$ cat src/rtl/alu_exec_unit.sv
// alu_exec_unit: EX-stage ALU / compare / branch-resolve unit with valid/ready
// handshakes on both sides and one operation in flight.
// Optional build macro: ALU_EXEC_FAST_SHIFT_EN
//   defined   -> single-cycle barrel shifter, SHIFT state not built, latency 1
//   undefined -> iterative one-bit-per-cycle shifter, latency shamt+1
//
// state   | meaning
// --------+------------------------------------------------------------
// S_IDLE  | ready for a new operation (in_ready=1)
// S_SHIFT | iterative shift in progress, down-counter holds bits left
// S_DONE  | result/zero/branch_taken held, out_valid=1, wait out_ready
module alu_exec_unit #(
    parameter int XLEN = 32,
    parameter int SHW  = 5
) (
    input  logic            clk,
    input  logic            rst_n,
    input  logic            in_valid,
    output logic            in_ready,
    input  logic [XLEN-1:0] op_a,
    input  logic [XLEN-1:0] op_b,
    input  logic [2:0]      alu_ctrl,
    input  logic [1:0]      branch_op,
    input  logic            slt_c,
    input  logic            arith,
    input  logic            is_branch,
    output logic            out_valid,
    input  logic            out_ready,
    output logic [XLEN-1:0] result,
    output logic            zero,
    output logic            branch_taken
);

    typedef enum logic [1:0] {
        S_IDLE  = 2'd0,
        S_DONE  = 2'd2
`ifndef ALU_EXEC_FAST_SHIFT_EN
        ,
        S_SHIFT = 2'd1
`endif
    } state_t;

    state_t            r_state;
    state_t            w_state_next;
    logic [XLEN-1:0]   r_result;
    logic              r_zero;
    logic              r_branch_taken;

    logic [XLEN-1:0]   w_sum;
    logic [XLEN-1:0]   w_diff;
    logic              w_lt;
    logic              w_zero;
    logic              w_taken;
    logic [SHW-1:0]    w_shamt;
    logic              w_is_shift;
    logic [XLEN-1:0]   w_alu;
    logic [XLEN-1:0]   w_result;
    logic              w_accept;

`ifdef ALU_EXEC_FAST_SHIFT_EN
    logic [XLEN-1:0]   w_sra;
`else
    localparam logic [SHW-1:0] CNT_ONE = {{(SHW-1){1'b0}}, 1'b1};

    logic [XLEN-1:0]   r_shreg;
    logic [SHW-1:0]    r_cnt;
    logic              r_shift_left;
    logic              r_fill;
    logic              r_slt_c;
    logic [XLEN-1:0]   w_shreg_next;
    logic              w_iter_start;
`endif

    assign w_sum      = op_a + op_b;
    assign w_diff     = op_a - op_b;
    assign w_zero     = (op_a == op_b);
    assign w_shamt    = op_b[SHW-1:0];
    assign w_is_shift = (alu_ctrl == 3'b010) || (alu_ctrl == 3'b100);
    assign w_accept   = in_valid && (r_state == S_IDLE);

`ifdef ALU_EXEC_FAST_SHIFT_EN
    // Kept apart from the result mux so the arithmetic shift stays signed.
    assign w_sra = $unsigned($signed(op_a) >>> w_shamt);
`else
    assign w_iter_start = w_accept && w_is_shift && (w_shamt != '0);
    assign w_shreg_next = r_shift_left ? {r_shreg[XLEN-2:0], 1'b0}
                                       : {r_fill, r_shreg[XLEN-1:1]};
`endif

    // Compare bit, raw ALU output and branch outcome from the live operands.
    always_comb begin
        w_lt = 1'b0;
        case (alu_ctrl)
            3'b001:  w_lt = ($signed(op_a) < $signed(op_b));
            3'b011:  w_lt = (op_a < op_b);
            default: w_lt = 1'b0;
        endcase

        w_alu = '0;
        case (alu_ctrl)
            3'b000:  w_alu = w_sum;
            3'b001:  w_alu = w_diff;
            3'b011:  w_alu = w_diff;
`ifdef ALU_EXEC_FAST_SHIFT_EN
            3'b010:  w_alu = op_a << w_shamt;
            3'b100:  w_alu = arith ? w_sra : (op_a >> w_shamt);
`else
            // Iterative build: only the shamt=0 case takes this path.
            3'b010:  w_alu = op_a;
            3'b100:  w_alu = op_a;
`endif
            3'b101:  w_alu = op_a ^ op_b;
            3'b110:  w_alu = op_a | op_b;
            3'b111:  w_alu = op_a & op_b;
            default: w_alu = '0;
        endcase

        w_result = slt_c ? {{(XLEN-1){1'b0}}, w_lt} : w_alu;

        w_taken = 1'b0;
        if (is_branch) begin
            case (branch_op)
                2'b00:   w_taken = w_zero;
                2'b01:   w_taken = !w_zero;
                2'b10:   w_taken = w_lt;
                default: w_taken = !w_lt;
            endcase
        end
    end

    // State register.
    always_ff @(posedge clk or negedge rst_n) begin
        if (!rst_n) r_state <= S_IDLE;
        else        r_state <= w_state_next;
    end

    // Next-state logic.
    always_comb begin
        w_state_next = r_state;
        case (r_state)
            S_IDLE: begin
                if (in_valid) begin
`ifdef ALU_EXEC_FAST_SHIFT_EN
                    w_state_next = S_DONE;
`else
                    w_state_next = w_iter_start ? S_SHIFT : S_DONE;
`endif
                end
            end
`ifndef ALU_EXEC_FAST_SHIFT_EN
            S_SHIFT: begin
                if (r_cnt == CNT_ONE) w_state_next = S_DONE;
            end
`endif
            S_DONE: begin
                if (out_ready) w_state_next = S_IDLE;
            end
            default: w_state_next = S_IDLE;
        endcase
    end

    // Output registers: flags captured at accept, result at accept or shift end.
    always_ff @(posedge clk or negedge rst_n) begin
        if (!rst_n) begin
            r_result       <= '0;
            r_zero         <= 1'b0;
            r_branch_taken <= 1'b0;
        end else if (w_accept) begin
            r_zero         <= w_zero;
            r_branch_taken <= w_taken;
`ifdef ALU_EXEC_FAST_SHIFT_EN
            r_result       <= w_result;
`else
            if (!w_iter_start) r_result <= w_result;
`endif
        end
`ifndef ALU_EXEC_FAST_SHIFT_EN
        else if ((r_state == S_SHIFT) && (r_cnt == CNT_ONE)) begin
            // Shift ops never compare, so an SLT view of them reads as 0.
            r_result <= r_slt_c ? '0 : w_shreg_next;
        end
`endif
    end

`ifndef ALU_EXEC_FAST_SHIFT_EN
    // Iterative shifter: shift register plus shift-amount down-counter.
    always_ff @(posedge clk or negedge rst_n) begin
        if (!rst_n) begin
            r_shreg      <= '0;
            r_cnt        <= '0;
            r_shift_left <= 1'b0;
            r_fill       <= 1'b0;
            r_slt_c      <= 1'b0;
        end else if (w_iter_start) begin
            r_shreg      <= op_a;
            r_cnt        <= w_shamt;
            r_shift_left <= (alu_ctrl == 3'b010);
            r_fill       <= (alu_ctrl == 3'b100) && arith && op_a[XLEN-1];
            r_slt_c      <= slt_c;
        end else if (r_state == S_SHIFT) begin
            r_shreg      <= w_shreg_next;
            r_cnt        <= r_cnt - CNT_ONE;
        end
    end
`endif

    assign in_ready     = (r_state == S_IDLE);
    assign out_valid    = (r_state == S_DONE);
    assign result       = r_result;
    assign zero         = r_zero;
    assign branch_taken = r_branch_taken;

endmodule
$ cat config.mk
export PLATFORM = sky130hd
export DESIGN_NAME = alu_exec_unit
export DESIGN_NICKNAME = d
export VERILOG_FILES = /design/src/rtl/alu_exec_unit.sv
export SDC_FILE = /design/constraint.sdc
export NUM_CORES = 1
export LEC_CHECK = 0
export CAP_MARGIN = 20
export CORE_MARGIN = 2
export CORE_UTILIZATION = 35
export CTS_CLUSTER_SIZE = 10
export DETAILED_ROUTE_END_ITERATION = 8
export PLACE_DENSITY = 0.63
export SLEW_MARGIN = 20
export SYNTH_ARGS = -nofsm -noshare
export SYNTH_HDL_FRONTEND = slang
export SYNTH_SLANG_ARGS = --single-unit
$ cat constraint.sdc
create_clock -name clk -period 2.26 [get_ports clk]
set_input_delay 0.226 -clock clk [delete_from_list [all_inputs] [get_ports clk]]
set_output_delay 0.226 -clock clk [all_outputs]
set_load 0.01 [all_outputs]
=== Word level (Yosys, flattened, before mapping) ===
Cells that the tools add are included.

* $add $sub $neg: 3
* Order comparisons: 2
* Equality and inequality tests: 17
* Muxes and demuxes: 19
* Bitwise operators: 3
* Reductions and logical operators: 19

{| class="wikitable"
|+ Operator list
! kind !! count
|-
| 32-bit 2-to-1 mux || 8
|-
| 32-bit case mux with 6 select lines || 1
|-
| 32-bit less-than comparator || 2
|-
| 32-bit adder || 1
|-
| 32-bit bitwise AND || 1
|-
| 32-bit == test || 1
|-
| 32-bit bitwise OR || 1
|-
| 32-bit subtractor || 1
|-
| 32-bit XOR || 1
|-
| 3-bit == test, second input constant || 4
|-
| 5-bit 2-to-1 mux || 2
|-
| 2-bit 2-to-1 mux || 4
|-
| 3-bit by 2-bit == test with 1-bit output, second input constant || 2
|-
| 1-bit logical AND || 6
|-
| 2-bit inequality test, second input constant || 3
|-
| 2-bit case mux with 3 select lines || 1
|-
| 5-bit by 1-bit == test with 1-bit output, second input constant || 1
|-
| 5-bit nonzero test || 1
|-
| 5-bit by 1-bit subtractor with 5-bit output, second input constant || 1
|-
| 2-bit by 1-bit == test with 1-bit output, second input constant || 2
|-
| 2-bit == test, second input constant || 2
|-
| 2-bit logical NOT || 2
|-
| 2-bit nonzero test || 2
|-
| 2-bit OR reduction || 2
|-
| other kinds (10) || 11
|}

* Register bits: 76
* Input bits: 76
* Output and inout bits: 36
* Word-level logic and storage cells: 72

=== Logic depth before layout (Yosys ltp) ===
Gate-level depths: netlist of run 1.

* Depth in word-level cells: 7
* Gate-level depth with buffers: 12
* Depth with buffers taken out: 12

=== Worst setup path after synthesis of run 1 ===
Ideal clock, no wire load.

* Kind: input -> register
* Start: input op_a[0]
* End: register r_result[24], in the netlist result[24]
* Setup time: 0.126 ns
* Arrival: 2.468 ns
* Slack: -0.334 ns
* Stages on the path: 12
* Buffers on the path: 0
* Cells stage by stage: inv_1 -> ha_1 -> fa_1 -> nor2_1 -> o311a_1 -> o21ai_2 -> a311oi_2 -> o211ai_2 -> a2111oi_2 -> nor3_1 -> o21a_1 -> o32a_1

* Cells in the longest elaborated chain, start to end: 5
* Elaborated cells on any way between the ends: 6
* Classes of those cells: 2 x add/sub; 4 x mux

{| class="wikitable"
|+ RTL lines
! element !! RTL line !! RTL
|-
| start: declaration || 20 || <nowiki>input logic [XLEN-1:0] op_a,</nowiki>
|-
| 32-bit subtractor / 32-bit adder (equally long branches) || 75, 74 ||
|-
| 32-bit case mux with 6 select lines (*) || 100 || <nowiki>case (alu_ctrl)</nowiki>
|-
| 32-bit 2-to-1 mux (*) || 118 || <nowiki>w_result = slt_c ? {{(XLEN-1){1'b0}}, w_lt} : w_alu;</nowiki>
|-
| 32-bit 2-to-1 mux (*) || 174 || <nowiki>if (!w_iter_start) r_result <= w_result;</nowiki>
|-
| 32-bit 2-to-1 mux (*) || 168 || <nowiki>end else if (w_accept) begin</nowiki>
|-
| end signal: assignment || 174 ||
|-
| end signal: assignment || 180 || <nowiki>r_result <= r_slt_c ? '0 : w_shreg_next;</nowiki>
|-
| end: declaration || 45 || <nowiki>logic [XLEN-1:0] r_result;</nowiki>
|}

Mark *: on every way between the ends. The rest lies on a longest branch, timed or not. The select of a mux whose other input is x is not followed.
A chain may end at the register's enable or synchronous reset.

=== Worst setup path after layout of run 1 ===
Ends and elaborated chain as after synthesis.

==> results of run 1 <==
-- repair_timing --
action	in CTS	in global routing
pin swaps	135	119
hold endpoints to repair	26	0
setup buffers	45	37
endpoints found under the setup margin	30	29
hold buffers	1	0
cloned	0	1
gates resized for setup	371	195
-- sequential cells by signal, indices dropped and copies added, names as in the netlist --
signal        cells
r_slt_c           1
r_shreg          32
zero              1
r_fill            1
r_shift_left      1
r_cnt             5
result           32
r_state           2
branch_taken      1
-- synthesized netlist by cell type, types with 11 or more instances --
library cell,count,area [µm²]
nand2b_1,18,113
nand2_1,113,424
clkbuf_1,53,199
o221ai_1,49,429
o22ai_1,13,81.3
xnor2_1,35,307
buf_1,15,56.3
nand3_1,19,95.1
mux2i_1,48,480
o21ai_0,107,536
dfrtp_1,76,1900
a21o_1,15,113
a221oi_1,13,114
nor2_1,98,368
a31oi_1,16,100
o31ai_1,15,113
a21oi_1,125,626
ha_1,98,1230
nor2b_1,11,68.8
o21a_1,12,90.1
inv_1,97,364
nor4_1,13,81.3
nor3_1,30,150
o211ai_1,16,120
-- power breakdown --
group          total, mW  internal (mW)  switching, mW
logic               6.64           3.24           3.40
clock network       1.50          0.884          0.617
registers           2.54           1.98          0.565
total               10.7           6.10           4.58
-- worst max-delay path, stage by stage --
cell	delay (ns)
buf_12	0.11
buf_6	0.11
ha_4	0.16
fa_2	0.39
a21oi_2	0.18
o211ai_1	0.17
nand2_2	0.15
o31ai_4	0.09
a311oi_2	0.21
buf_4	0.19
nand2b_4	0.16
a31oi_4	0.09
xnor2_2	0.14
o32a_1	0.35
-- kinds of logic after synthesis --
kind of cell,count (synthesis),share of synthesized area (%)
AO/OA/AOI/OAI,462,32.1
multiplexers,50,5.31
flip-flops,76,20.1
buffers and inverters,186,7.86
AND/OR/NAND/NOR,344,17.0
adder cells (fa/ha/maj),103,13.7
XOR/XNOR,43,3.98
-- area by class of cell --
cell class	instances	area, µm²
multi-input combinational	1002	8530
sequential	76	1900
inverter	101	464
timing repair buffer	576	4850
clock buffer	10	239
clock inverter	6	61.3
tap	341	427
fill	2283	10200
-- through the flow --
stage               total power [mW]  cell area [µm²]  setup slack [ns]
detailed placement              8.29            14100             -1.20
global route                    11.2            16500            -0.326
CTS                             10.2            15700            -0.267
global placement                8.21            14100             -1.14
finish                          10.7            16500            -0.246
floorplan                       5.38             9900            -0.241
-- metal layers --
layer / wire length (µm) / track usage (%) / vias up
met5: 0 / 0 / -
met4: 1650 / 9.45 / 0
met3: 2890 / 2.60 / 116
met2: 19900 / 47.1 / 508
met1: 20000 / 42.8 / 5832
li1: - / - / 5622
-- path summary, 6_finish.rpt --
| kind | to | slack (ns) | cells after the start |
|---|---|---|---|
| worst min register to register | result[5]$_DFFE_PN0P_ | 0.48 | 2 |
| min in group asynchronous | result[5]$_DFFE_PN0P_ | 0.34 | 2 |
| worst max register to register | result[31]$_DFFE_PN0P_ | 0.10 | 9 |
| max in group asynchronous | result[1]$_DFFE_PN0P_ | 1.30 | 3 |
| worst min-delay path | r_cnt[4]$_DFFE_PN0P_ | 0.21 | 4 |
| worst max-delay path | result[24]$_DFFE_PN0P_ | -0.25 | 14 |
==> results.yml, run 1 <==
clock_tree:
  clk_path_buf_depth: 2
  worstSkewPairLatency_ns: 0.35
  htreeDepth: 3
  cts_tree: "yes"
  cts-buffers-inserted: 9
  clk_pin_slew_ns: 0.06
  cts_sinks: 76
  clockRootBuffer: "clkbuf_16"
flow_run:
  maxCapViolCount: 0
timing:
  period_minus_slack_ns: 2.51
  setup_slack_ns: -0.246
  fin_crit_sh_pct: 111
  fmax_mhz: 399
  finClkSkew_ns: 0.0139
  holdWs_ns: 0.211
  slew_headroom_pct: 59.4
  finalSetupTns_ns: -2.12
  worst_slew_pin_slew_ns: 0.606
  rsz0062_at_grt: "yes"
  hold_viol_final: 0
  setup_violations: 16
  report.final.slew_viol_count: 0
floorplan:
  core_area_um2: 26700
  die-area_um2: 28400
  initial_core_util_pct: 35.4
  row_count: 60
  die_y_um: 169
  pin_count: 112
  die_w_um: 169
synthesis:
  synth_area_um2: 9470
  yosys_most_used_dff: "dfrtp_1"
  async_flop_share_pct: 100
  avgSynthCellArea_um2: 7.49
  synthDistinctLibCells: 80
  ys_warn_count: 0
  synth-seq-cells: 76
  synth_fp_nets: 1440
  ys_seq_area_share_pct: 20.1
  syn_inst: 1264
  synth_edf_count: 0
worst_setup_path:
  r2r_start: "r_state[1]$_DFFE_PN0P_"
  cp-end-kind: "flop"
  cp-startpoint: "op_a[0]"
  cp_data_arrival_time_ns: 2.74
  required_ns: 2.49
  worstSetupStartpointType: "primary input"
  cp_max_fo: 4
  crit_type: "in -> reg"
run_status:
  run_status: "complete, but fails checks"
  violations: "setup timing"
min_path:
  worstHoldStart: "op_b[4]"
  hp-class: "in -> reg"
global_route:
  track_usage_pct: 29.7
  grt_pass1_wl_um: 66200
  grt_pass1_vias: 11600
  grt_overflow: 0
  antenna_found_initial: 0
  grt_start_max_net_pins: 43
power_and_ir_drop:
  p_leak_nw: 7.41
  pwr_density_cell_nw_per_um2: 649
  ir_drop_v: 0.000371
routing:
  drc: 0
  wl_per_cell_um: 21.0
  vias: 12100
  viasPerCell: 5.72
  dr.first_iter.drc_count: 1291
  ant_nets: 0
  drt_wl_total_um: 44400
  firstDrtPassIters: 5
layout:
  antennaDiodeCount: 0
  area_growth_pct: 73.9
  layout_commonest_cell: "buf_4"
  final_cell_mix: "buf_4, nand2_1, a21oi_1"
  fin_util_pct: 61.6
  finalNetCount: 1942
  layout.cells.non_filler: 2112
  layout-drive-gt1-share_pct: 45.7
placed_design:
  dp_hpwl_um: 33500
  dp_cells: 2022
  routabilityCongestion: 0.998
  io_buffers: 111
(Power assumes the default switching activity.)
==> run 2, diff against run 1 <==
--- a/config.mk
+++ b/config.mk
@@ -10,7 +10,9 @@
 export CORE_UTILIZATION = 35
 export CTS_CLUSTER_SIZE = 10
 export DETAILED_ROUTE_END_ITERATION = 8
+export GPL_ROUTABILITY_DRIVEN = 0
 export PLACE_DENSITY = 0.63
+export SETUP_SLACK_MARGIN = 0.05
 export SLEW_MARGIN = 20
 export SYNTH_ARGS = -nofsm -noshare
 export SYNTH_HDL_FRONTEND = slang
==> results.yml, run 2 (same netlist as run 1, synthesis figures left out) <==
flow_run:
  maxCapViolCount: 0
clock_tree:
  clk_pin_slew_ns: 0.07
  clockRootBuffer: "clkbuf_16"
  cts_sinks: 76
  cts_tree: "yes"
  cts-buffers-inserted: 9
  worstSkewPairLatency_ns: 0.34
  clk_path_buf_depth: 2
  htreeDepth: 3
worst_setup_path:
  worstSetupStartpointType: "primary input"
  cp-end-kind: "flop"
  cp_max_fo: 5
  cp_data_arrival_time_ns: 2.90
  crit_type: "in -> reg"
  required_ns: 2.49
global_route:
  antenna_found_initial: 0
  grt_pass1_wl_um: 64600
  grt_start_max_net_pins: 71
  grt_overflow: 0
  track_usage_pct: 28.7
  grt_pass1_vias: 11600
routing:
  wl_per_cell_um: 21.5
  drc: 0
  drt_wl_total_um: 44900
  viasPerCell: 5.98
  firstDrtPassIters: 5
  dr.first_iter.drc_count: 1521
  ant_nets: 0
  vias: 12500
timing:
  setup_slack_ns: -0.406
  setup_violations: 19
  slew_headroom_pct: 32.3
  rsz0062_at_grt: "yes"
  hold_viol_final: 0
  report.final.slew_viol_count: 0
  holdWs_ns: 0.216
  fin_crit_sh_pct: 118
  finClkSkew_ns: 0.00964
  period_minus_slack_ns: 2.67
  worst_slew_pin_slew_ns: 1.02
  fmax_mhz: 375
power_and_ir_drop:
  power_mw: 10.7
  p_leak_nw: 7.29
  pwr_density_cell_nw_per_um2: 656
  ir_drop_v: 0.000420
floorplan:
  core_area_um2: 26700
  die_w_um: 169
  die-area_um2: 28400
  row_count: 60
  pin_count: 112
  die_y_um: 169
  initial_core_util_pct: 35.4
run_status:
  violations: "setup timing"
  run_status: "complete, but fails checks"
min_path:
  hp-class: "in -> reg"
layout:
  num-fill-cells: 2143
  layout_commonest_cell: "buf_4"
  multi_input_area_um2: 8580
  area_growth_pct: 72.6
  layout-drive-gt1-share_pct: 44.7
  regArea_um2: 1900
  final_cell_mix: "buf_4, nand2_1, a21oi_1"
  fin_util_pct: 61.2
  finalNetCount: 1919
  antennaDiodeCount: 0
placed_design:
  dp_hpwl_um: 32200
  dp_slack_ns: -1.16
  io_buffers: 111
## run 2: changes by cell type in the layout (fill, tap and decap cells not counted), sizes merged
| cell | before | now |
|---|---|---|
| buf | 491 | 467 |
| dlygate4sd2 | 13 | 19 |
| clkdlybuf4s15 | 9 | 4 |
| clkbuf | 23 | 20 |
| clkdlybuf4s50 | 47 | 48 |
| dlymetal6s2s | 2 | 3 |
| inv | 101 | 102 |
## run 2: layer usage
| metal | part of all wire (%) | vias to the layer above | GRT usage (%) | wire [µm] |
|---|---|---|---|---|
| li1 | - | 5575 | - | - |
| met5 | 0 | - | 0 | 0 |
| met1 | 40 | 5928 | 39.2 | 18200 |
| met2 | 45 | 801 | 45.1 | 20100 |
| met4 | 5.1 | 0 | 11.8 | 2300 |
| met3 | 9.6 | 192 | 4.93 | 4330 |
## run 2: critical path, cell delays in order
cell and delay, ns:
buf_12 0.11, buf_6 0.12, ha_4 0.17, fa_2 0.35, a21oi_2 0.18, o211ai_1 0.18
nand2_1 0.22, o31ai_4 0.12, a311oi_2 0.30, buf_4 0.19, nand2b_4 0.15, a31oi_4 0.09
xnor2_2 0.14, o32a_1 0.34
## run 2: timing repair
action,in CTS,in global routing
buffers inserted,32,41
endpoints found under the setup margin,32,28
pin swaps,114,105
gates resized for setup,309,230
endpoints found under the hold margin,29,0
hold buffers,1,0
## run 2: path summary, 6_finish.rpt
path	startpoint	endpoint	slack, ns	cells past startpoint
setup / recovery	op_a[0]	result[24]$_DFFE_PN0P_	-0.41	14
hold / removal	op_b[4]	r_cnt[4]$_DFFE_PN0P_	0.22	4
setup reg to reg	r_cnt[1]$_DFFE_PN0P_	result[31]$_DFFE_PN0P_	0.11	10
hold reg to reg	result[5]$_DFFE_PN0P_	result[5]$_DFFE_PN0P_	0.48	2
max in group asynchronous	rst_n	r_shift_left$_DFFE_PN0P_	1.24	3
min in group asynchronous	rst_n	result[11]$_DFFE_PN0P_	0.37	2
## run 2: through the flow
step	TNS (ns)	cells	instance area, µm²
finish	-3.50	2089	16300
global route	-5.09	2089	16300
CTS	-3.49	2055	15300
detailed placement	-32.16	2006	14000
global placement	-30.79	2006	14000
floorplan	-1.12	1264	9940
## run 2: area by class of cell
class / instances / area share [%]
Clock buffer: 9 / 1.38
Clock inverter: 7 / 0.452
Inverter: 101 / 2.84
Multi-Input combinational cell: 1002 / 52.5
Sequential cell: 76 / 11.6
Tap cell: 341 / 2.61
Timing Repair Buffer: 553 / 28.6
## run 2: power by group
| part | total, mW | switching (mW) | internal, mW |
|---|---|---|---|
| Combinational | 6.71 | 3.47 | 3.23 |
| Clock | 1.49 | 0.629 | 0.862 |
| Sequential | 2.53 | 0.549 | 1.98 |
| Total | 10.7 | 4.65 | 6.08 |
==> run 3, diff against run 2 <==
--- a/config.mk
+++ b/config.mk
@@ -12,6 +12,7 @@
 export DETAILED_ROUTE_END_ITERATION = 8
 export GPL_ROUTABILITY_DRIVEN = 0
 export PLACE_DENSITY = 0.63
+export REMOVE_ABC_BUFFERS = 1
 export SETUP_SLACK_MARGIN = 0.05
 export SLEW_MARGIN = 20
 export SYNTH_ARGS = -nofsm -noshare
==> results.yml, run 3 (same netlist as run 1, synthesis figures left out) <==
floorplan:
  core_area_um2: 26700
  die_y_um: 169
  die-area_um2: 28400
  pin_count: 112
  initial_core_util_pct: 35.4
  row_count: 60
  die_w_um: 169
global_route:
  grtUsageMet3_pct: 5.59
  use_met2_pct: 48.2
  track_usage_pct: 29.8
  grt_overflow: 0
  antenna_found_initial: 1
  grt_pass1_wl_um: 67000
  grt_start_max_net_pins: 41
  gr-usage-met1_pct: 37.3
  grt_pass1_vias: 12400
  busiest_layer: "met2"
layout:
  layout-drive-gt1-share_pct: 47.3
  num-fill-cells: 2072
  layout_commonest_cell: "buf_4"
  final_cell_mix: "buf_4, nand2_1, a21oi_1"
  area_growth_pct: 73.4
  layout.cells.non_filler: 2106
  finalNetCount: 1935
  fin_util_pct: 61.5
placed_design:
  dp_hpwl_um: 31400
  io_buffers: 111
  dp_cells: 2012
run_status:
  run_status: "complete, but fails checks"
  violations: "setup timing"
clock_tree:
  cts_sinks: 76
  htreeDepth: 3
  worstSkewPairLatency_ns: 0.37
  clockRootBuffer: "clkbuf_16"
  cts_tree: "yes"
  clk_pin_slew_ns: 0.06
  cts-buffers-inserted: 9
  clk_path_buf_depth: 2
routing:
  ant_nets: 0
  drt_wl_total_um: 46600
  wl_per_cell_um: 22.1
  vias: 12900
  dr.first_iter.drc_count: 1449
  firstDrtPassIters: 5
  viasPerCell: 6.13
  drc: 0
flow_run:
  maxCapViolCount: 0
power_and_ir_drop:
  pwr_density_cell_nw_per_um2: 661
  ir_drop_v: 0.000359
  p_leak_nw: 7.33
timing:
  rsz0062_at_grt: "yes"
  worst_slew_pin_slew_ns: 0.521
  setup_violations: 13
  slew_headroom_pct: 65.3
  fmax_mhz: 408
  period_minus_slack_ns: 2.45
  fin_crit_sh_pct: 108
  hold_viol_final: 0
  setup_slack_ns: -0.190
  finClkSkew_ns: 0.00800
  report.final.slew_viol_count: 0
worst_setup_path:
  cp_data_arrival_time_ns: 2.69
  worstSetupStartpointType: "primary input"
  cp_max_fo: 4
  cp-end-kind: "flop"
  crit_type: "in -> reg"
  required_ns: 2.50
min_path:
  hp-class: "in -> reg"
==> run 3: worst max-delay path, stage by stage <==
cell	delay (ns)
clkdlybuf4s15_2	0.20
buf_4	0.16
ha_2	0.20
a21oi_2	0.14
o21ai_1	0.11
a211oi_2	0.34
o31ai_4	0.16
a311oi_2	0.27
buf_4	0.18
o211ai_1	0.16
a31oi_1	0.25
mux2i_1	0.21
o21ai_1	0.07
==> run 3: through the flow <==
stage	hold slack [ns]	TNS (ns)	total power, mW	worst slack, ns	cell area [µm²]
after floorplan	-0.0696	-7.82	5.11	-0.582	9110
final	0.183	-1.51	10.9	-0.190	16400
after CTS	0.219	-1.19	10.2	-0.198	15600
after detailed placement	0.164	-30.99	8.09	-1.12	13600
after global routing	0.229	-2.70	11.3	-0.258	16400
after global placement	0.161	-27.85	7.98	-1.03	13600
==> run 3: metal layers <==
metal	vias to the layer above	wire, µm
met5	-	0
met4	0	3150
met3	274	4440
met2	911	21300
met1	6118	17700
li1	5608	-
==> run 3: worst paths after layout <==
kind / endpoint / from / slack (ns) / cells past startpoint
hold / removal: r_cnt[4]$_DFFE_PN0P_ / op_b[4] / 0.18 / 4
setup reg to reg: result[30]$_DFFE_PN0P_ / r_state[0]$_DFFE_PN0P_ / 0.01 / 9
min in group asynchronous: result[8]$_DFFE_PN0P_ / rst_n / 0.31 / 2
setup / recovery: result[30]$_DFFE_PN0P_ / op_a[12] / -0.19 / 13
max in group asynchronous: r_state[0]$_DFFE_PN0P_ / rst_n / 1.36 / 3
hold reg to reg: result[4]$_DFFE_PN0P_ / result[4]$_DFFE_PN0P_ / 0.48 / 2
==> run 3: timing repair <==
action                     4_1_cts  5_1_grt
hold buffers                     1        0
pin swaps                      150      143
hold endpoints to repair        20        0
gates resized for setup        476      210
setup buffers                   46       34
setup endpoints to repair       32       27
cloned                           0        1
==> run 3: area by class of cell <==
class	count	area [µm²]	area share, %
timing repair buffer	568	4700	28.6
tap	341	427	2.60
multi-input combinational	1003	8660	52.7
clock buffer	12	256	1.56
sequential	76	1900	11.6
clock inverter	4	47.5	0.289
antenna	1	2.50	0.0152
inverter	101	422	2.57
==> run 3: power breakdown <==
part	switching, mW	total [mW]	internal (mW)	leakage, nW
clock	0.673	1.59	0.914	0.149
sequential	0.537	2.52	1.98	0.949
combinational	3.56	6.75	3.19	6.23
total	4.77	10.9	6.09	7.33
